`src/rtl/logic_pipe_unit.sv`:
```
// Two-stage bitwise/logic unit with a chained-XOR accumulator and a completion counter; 2-cycle latency.
// One global enable: a stalled result (out_valid && !out_ready) freezes both stages and drops in_ready.
module logic_pipe_unit #(
    parameter int WIDTH = 8,
    parameter int CNT_W = 8
) (
    input  logic             clk,
    input  logic             reset,
    input  logic             in_valid,
    output logic             in_ready,
    input  logic [2:0]       op,
    input  logic [WIDTH-1:0] a,
    input  logic [WIDTH-1:0] b,
    input  logic [WIDTH-1:0] c,
    output logic             out_valid,
    input  logic             out_ready,
    output logic [WIDTH-1:0] out_data,
    output logic             out_err,
    output logic [CNT_W-1:0] done_cnt
);

    typedef struct packed {
        logic [2:0]       op;
        logic [WIDTH-1:0] a;
        logic [WIDTH-1:0] b;
        logic [WIDTH-1:0] c;
    } bundle_t;

    localparam logic [2:0] OP_AND = 3'b000;
    localparam logic [2:0] OP_OR  = 3'b001;
    localparam logic [2:0] OP_XOR = 3'b010;
    localparam logic [2:0] OP_NOR = 3'b011;
    localparam logic [2:0] OP_SEL = 3'b100;
    localparam logic [2:0] OP_ADD = 3'b101;
    localparam logic [2:0] OP_ACC = 3'b110;

    bundle_t          s1;
    logic             s1_valid;
    logic [WIDTH-1:0] acc;
    logic [WIDTH-1:0] res;
    logic             res_err;
    logic             en;

    assign en       = !out_valid || out_ready;
    assign in_ready = en;

    always_comb begin
        res     = '0;
        res_err = 1'b0;
        case (s1.op)
            OP_AND:  res = s1.b & s1.c;
            OP_OR:   res = s1.b | s1.c;
            OP_XOR:  res = s1.b ^ s1.c;
            OP_NOR:  res = ~(s1.b | s1.c);
            OP_SEL:  res = (s1.a & s1.c) | (~s1.a & s1.b);
            OP_ADD:  res = s1.b + s1.c;
            OP_ACC:  res = acc ^ s1.b;
            default: res_err = 1'b1;
        endcase
    end

    always_ff @(posedge clk) begin
        if (reset) begin
            s1        <= '0;
            s1_valid  <= 1'b0;
            out_valid <= 1'b0;
            out_data  <= '0;
            out_err   <= 1'b0;
            acc       <= '0;
            done_cnt  <= '0;
        end else begin
            if (en) begin
                s1        <= bundle_t'({op, a, b, c});
                s1_valid  <= in_valid;
                out_valid <= s1_valid;
                out_data  <= res;
                out_err   <= res_err;
                // acc tracks the last real result so back-to-back OP_ACC bundles chain
                if (s1_valid) begin
                    acc <= res;
                end
            end
            if (out_valid && out_ready) begin
                done_cnt <= done_cnt + CNT_W'(1);
            end
        end
    end

endmodule
```
`config.mk`:
```
export PLATFORM = sky130hd
export DESIGN_NAME = logic_pipe_unit
export DESIGN_NICKNAME = d
export VERILOG_FILES = /design/src/rtl/logic_pipe_unit.sv
export SDC_FILE = /design/constraint.sdc
export NUM_CORES = 1
export LEC_CHECK = 0
export ABC_AREA = 1
export BUFFER_PORTS_ARGS = -buffer_cell sky130_fd_sc_hd__buf_4
export CORE_MARGIN = 2
export CORE_UTILIZATION = 63
export CTS_BUF_LIST = sky130_fd_sc_hd__clkbuf_8
export DETAILED_ROUTE_END_ITERATION = 7
export PLACE_DENSITY = 0.87
export SLEW_MARGIN = 25
export SYNTH_ARGS = -nofsm -noshare
export SYNTH_HDL_FRONTEND = slang
export SYNTH_SLANG_ARGS = --single-unit
export TNS_END_PERCENT = 1
```
`constraint.sdc`:
```
create_clock -name clk -period 2.6 [get_ports clk]
set_input_delay 0.26 -clock clk [delete_from_list [all_inputs] [get_ports clk]]
set_output_delay 0.26 -clock clk [all_outputs]
set_load 0.02 [all_outputs]
```
==> results.toml <==
[synth]
synth-adder-area-share_pct = 7.03
yosysMostFrequentCell = "nand2_1"
synthFlopType = "dfxtp_1"
avgSynthCellArea_um2 = 6.51
synthMuxAreaShare_pct = 0
synth_top_family_by_area = "simple AND/OR/NAND/NOR gates"
synth_compound_area_share_pct = 14.6
synth_nets = 541
synth_common_cells = "nand2_1 (122), inv_1 (73), dfxtp_1 (54), o21ai_0 (54), nor2_1 (45)"
yosysTopAreaCell = "dfxtp_1"
synth_area_leaders = "dfxtp_1 (34%), nand2_1 (14%), inv_1 (8.6%)"
synth_edf_count = 0
netlist_instances = 492
yosysTopAreaCellShare_pct = 33.7
synth-simple-area-share_pct = 33.0
ys_types = 31
synth_warnings = 0
synth-async-reset-ratio_pct = 0
syn_area_um2 = 3200
ys_ff_latch = 54
ys_seq_area_share_pct = 33.7
synth_xor_area_share_pct = 0

[finish]
nFillCells = 433
area_growth_syn_to_layout_pct = 15.3
final_util_pct = 76.7
diodes = 0
layout-drive-gt1-share_pct = 14.9
multi_input_area_um2 = 1750
regArea_um2 = 1080
fin_nets = 586

[critical_path]
worstPathRequired_ns = 2.34
critPathKind = "register to primary output"
startpoint_type = "register"
crit_chain = "inv_1 > nor2_2 > buf_4 > clkinv_1 > buf_4 > buf_4"
worstSetupEndpointType = "primary output"
crit_slowest_cell = "buf_4"
max_stage_delay_ns = 0.39
path_max_fanout = 50
crit_top_cell = "buf_4"
cp.arrival_ns = 1.77

[placed_design]
hpwl_um = 6090
routabilityCongestion = 0.936
io_buffers = 49

[timing]
skew_ns = 0.00943
rsz0062_at_grt = "false"
fin_crit_sh_pct = 77.9
setup-tns-final_ns = 0
post-route-min-period_ns = 2.03
tightest_slew_ns = 0.913
hold_viol_final = 0
setup_violations = 0
relSlewSlack_pct = 38.9
max_freq_mhz = 494
report.final.slew_viol_count = 0

[clock_network]
cts_tree = "yes"
postCtsHoldBufs = 0
root_buffer = "clkbuf_8"
insertion_delay_ns = 0.32
clkTransAtPathRegs_ns = 0.10
cts.repair.resized = 0
cts_made_buffers = 5
cts_buffer_depth = 2
h-tree-depth = 2
clock-sinks = 54
post_cts_buffers = 0

[floorplanning]
initial_core_util_pct = 66.5
dieWidth_um = 75.3
rows = 25
die_h_um = 75.3
dieArea_um2 = 5670
coreArea_um2 = 4820
ioPinCount = 50

[routing]
initialDrtViolationCount = 334
viasPerCell = 5.51
ant_nets = 0
wl_um = 8380
routedWlPerCell_um = 13.8
vias = 3336
firstDrtPassIters = 5
drc = 0

[hold_path]
hp-class = "input port to register"

[global_routing]
antenna_found_initial = 0
first_global_vias = 2985
grt_pass1_wl_um = 13300
overflow = 0
grt.total_usage_pct = 30.8
grt_max_degree = 51

[power_and_ir_drop]
powerDensity_nw_per_um2 = 497
vdd.ir_drop.worst_uv = 402
leakage_uw = 0.00192

[outcome]
status = "complete, no violations"

[flow_run]
cap_viol_max_count = 0
[state kept, by name (all words and copies together), names as in the netlist]
name / cells
s1_valid: 1
acc: 8
out_valid: 1
done_cnt: 8
out_err: 1
s1: 27
out_data: 8
[critical path, delay by kind of cell, from the launching register on]
kind,cells,cell delay [ns]
simple gates,1,0.09
buf+inv,5,1.01
flops,1,0.36
[per-stage QoR]
step                instances  worst slack [ns]  power, µW  cell area [µm²]  hold WS, ns
detailed placement        597             0.783       1370             3610        0.463
global route              605             0.426       1920             3690        0.210
floorplan                 492              1.06       1230             3200        0.427
global placement          597             0.861       1350             3610        0.454
finish                    605             0.574       1840             3690        0.189
CTS                       605             0.569       1830             3690        0.191
[logic make-up after synthesis]
family	Yosys count
AOI/OAI and AO/OA	91
adders and majority gates	18
buffers and inverters	94
DFF	54
and+or+nand+nor	235
[where the power goes]
part	internal (µW)	switching (µW)
combinational	165	257
clock	187	287
sequential	885	55.5
total	1240	600
[layout by cell type, fill, tap and decap left out, drive strengths merged]
master / synthesis / layout
inv: 79 / 80
or2: 3 / 3
ha: 18 / 18
nor2: 48 / 48
nor3b: 2 / 2
nand4: 9 / 9
o21ai: 57 / 57
nand3: 45 / 45
o211ai: 2 / 2
buf: 5 / 52
nand3b: 2 / 2
clkbuf: 8 / 5
nand2: 122 / 122
a21o: 1 / 1
a21oi: 31 / 31
clkinv: 1 / 3
dfxtp: 54 / 54
nor3: 4 / 4
[path summary, 6_finish.rpt]
| check | from | end | slack (ns) | cells past startpoint |
|---|---|---|---|---|
| setup reg to reg | s1[25] | out_data[4] | 0.75 | 9 |
| hold reg to reg | done_cnt[7] | done_cnt[7] | 0.48 | 2 |
| setup / recovery | out_valid | in_ready | 0.57 | 6 |
| hold / removal | a[6] | s1[22] | 0.19 | 3 |
[layer usage]
| metal | share of wire [%] | track usage (%) | wire length, µm | vias to the layer above |
|---|---|---|---|---|
| li1 | - | - | - | 1661 |
| met1 | 43 | 40.8 | 3580 | 1501 |
| met2 | 47 | 51.3 | 3960 | 152 |
| met3 | 8.0 | 5.56 | 671 | 22 |
| met4 | 2.1 | 9.55 | 173 | 0 |
| met5 | 0 | 0 | 0 | - |
[layout make-up]
cell class	count	share of cell area, %
clock buffer	5	1.86
clock inverter	3	0.474
inverter	80	8.26
multi-input combinational	344	47.3
sequential	54	29.3
tap	67	2.27
timing repair buffer	52	10.6
(Power assumes the default switching activity.)
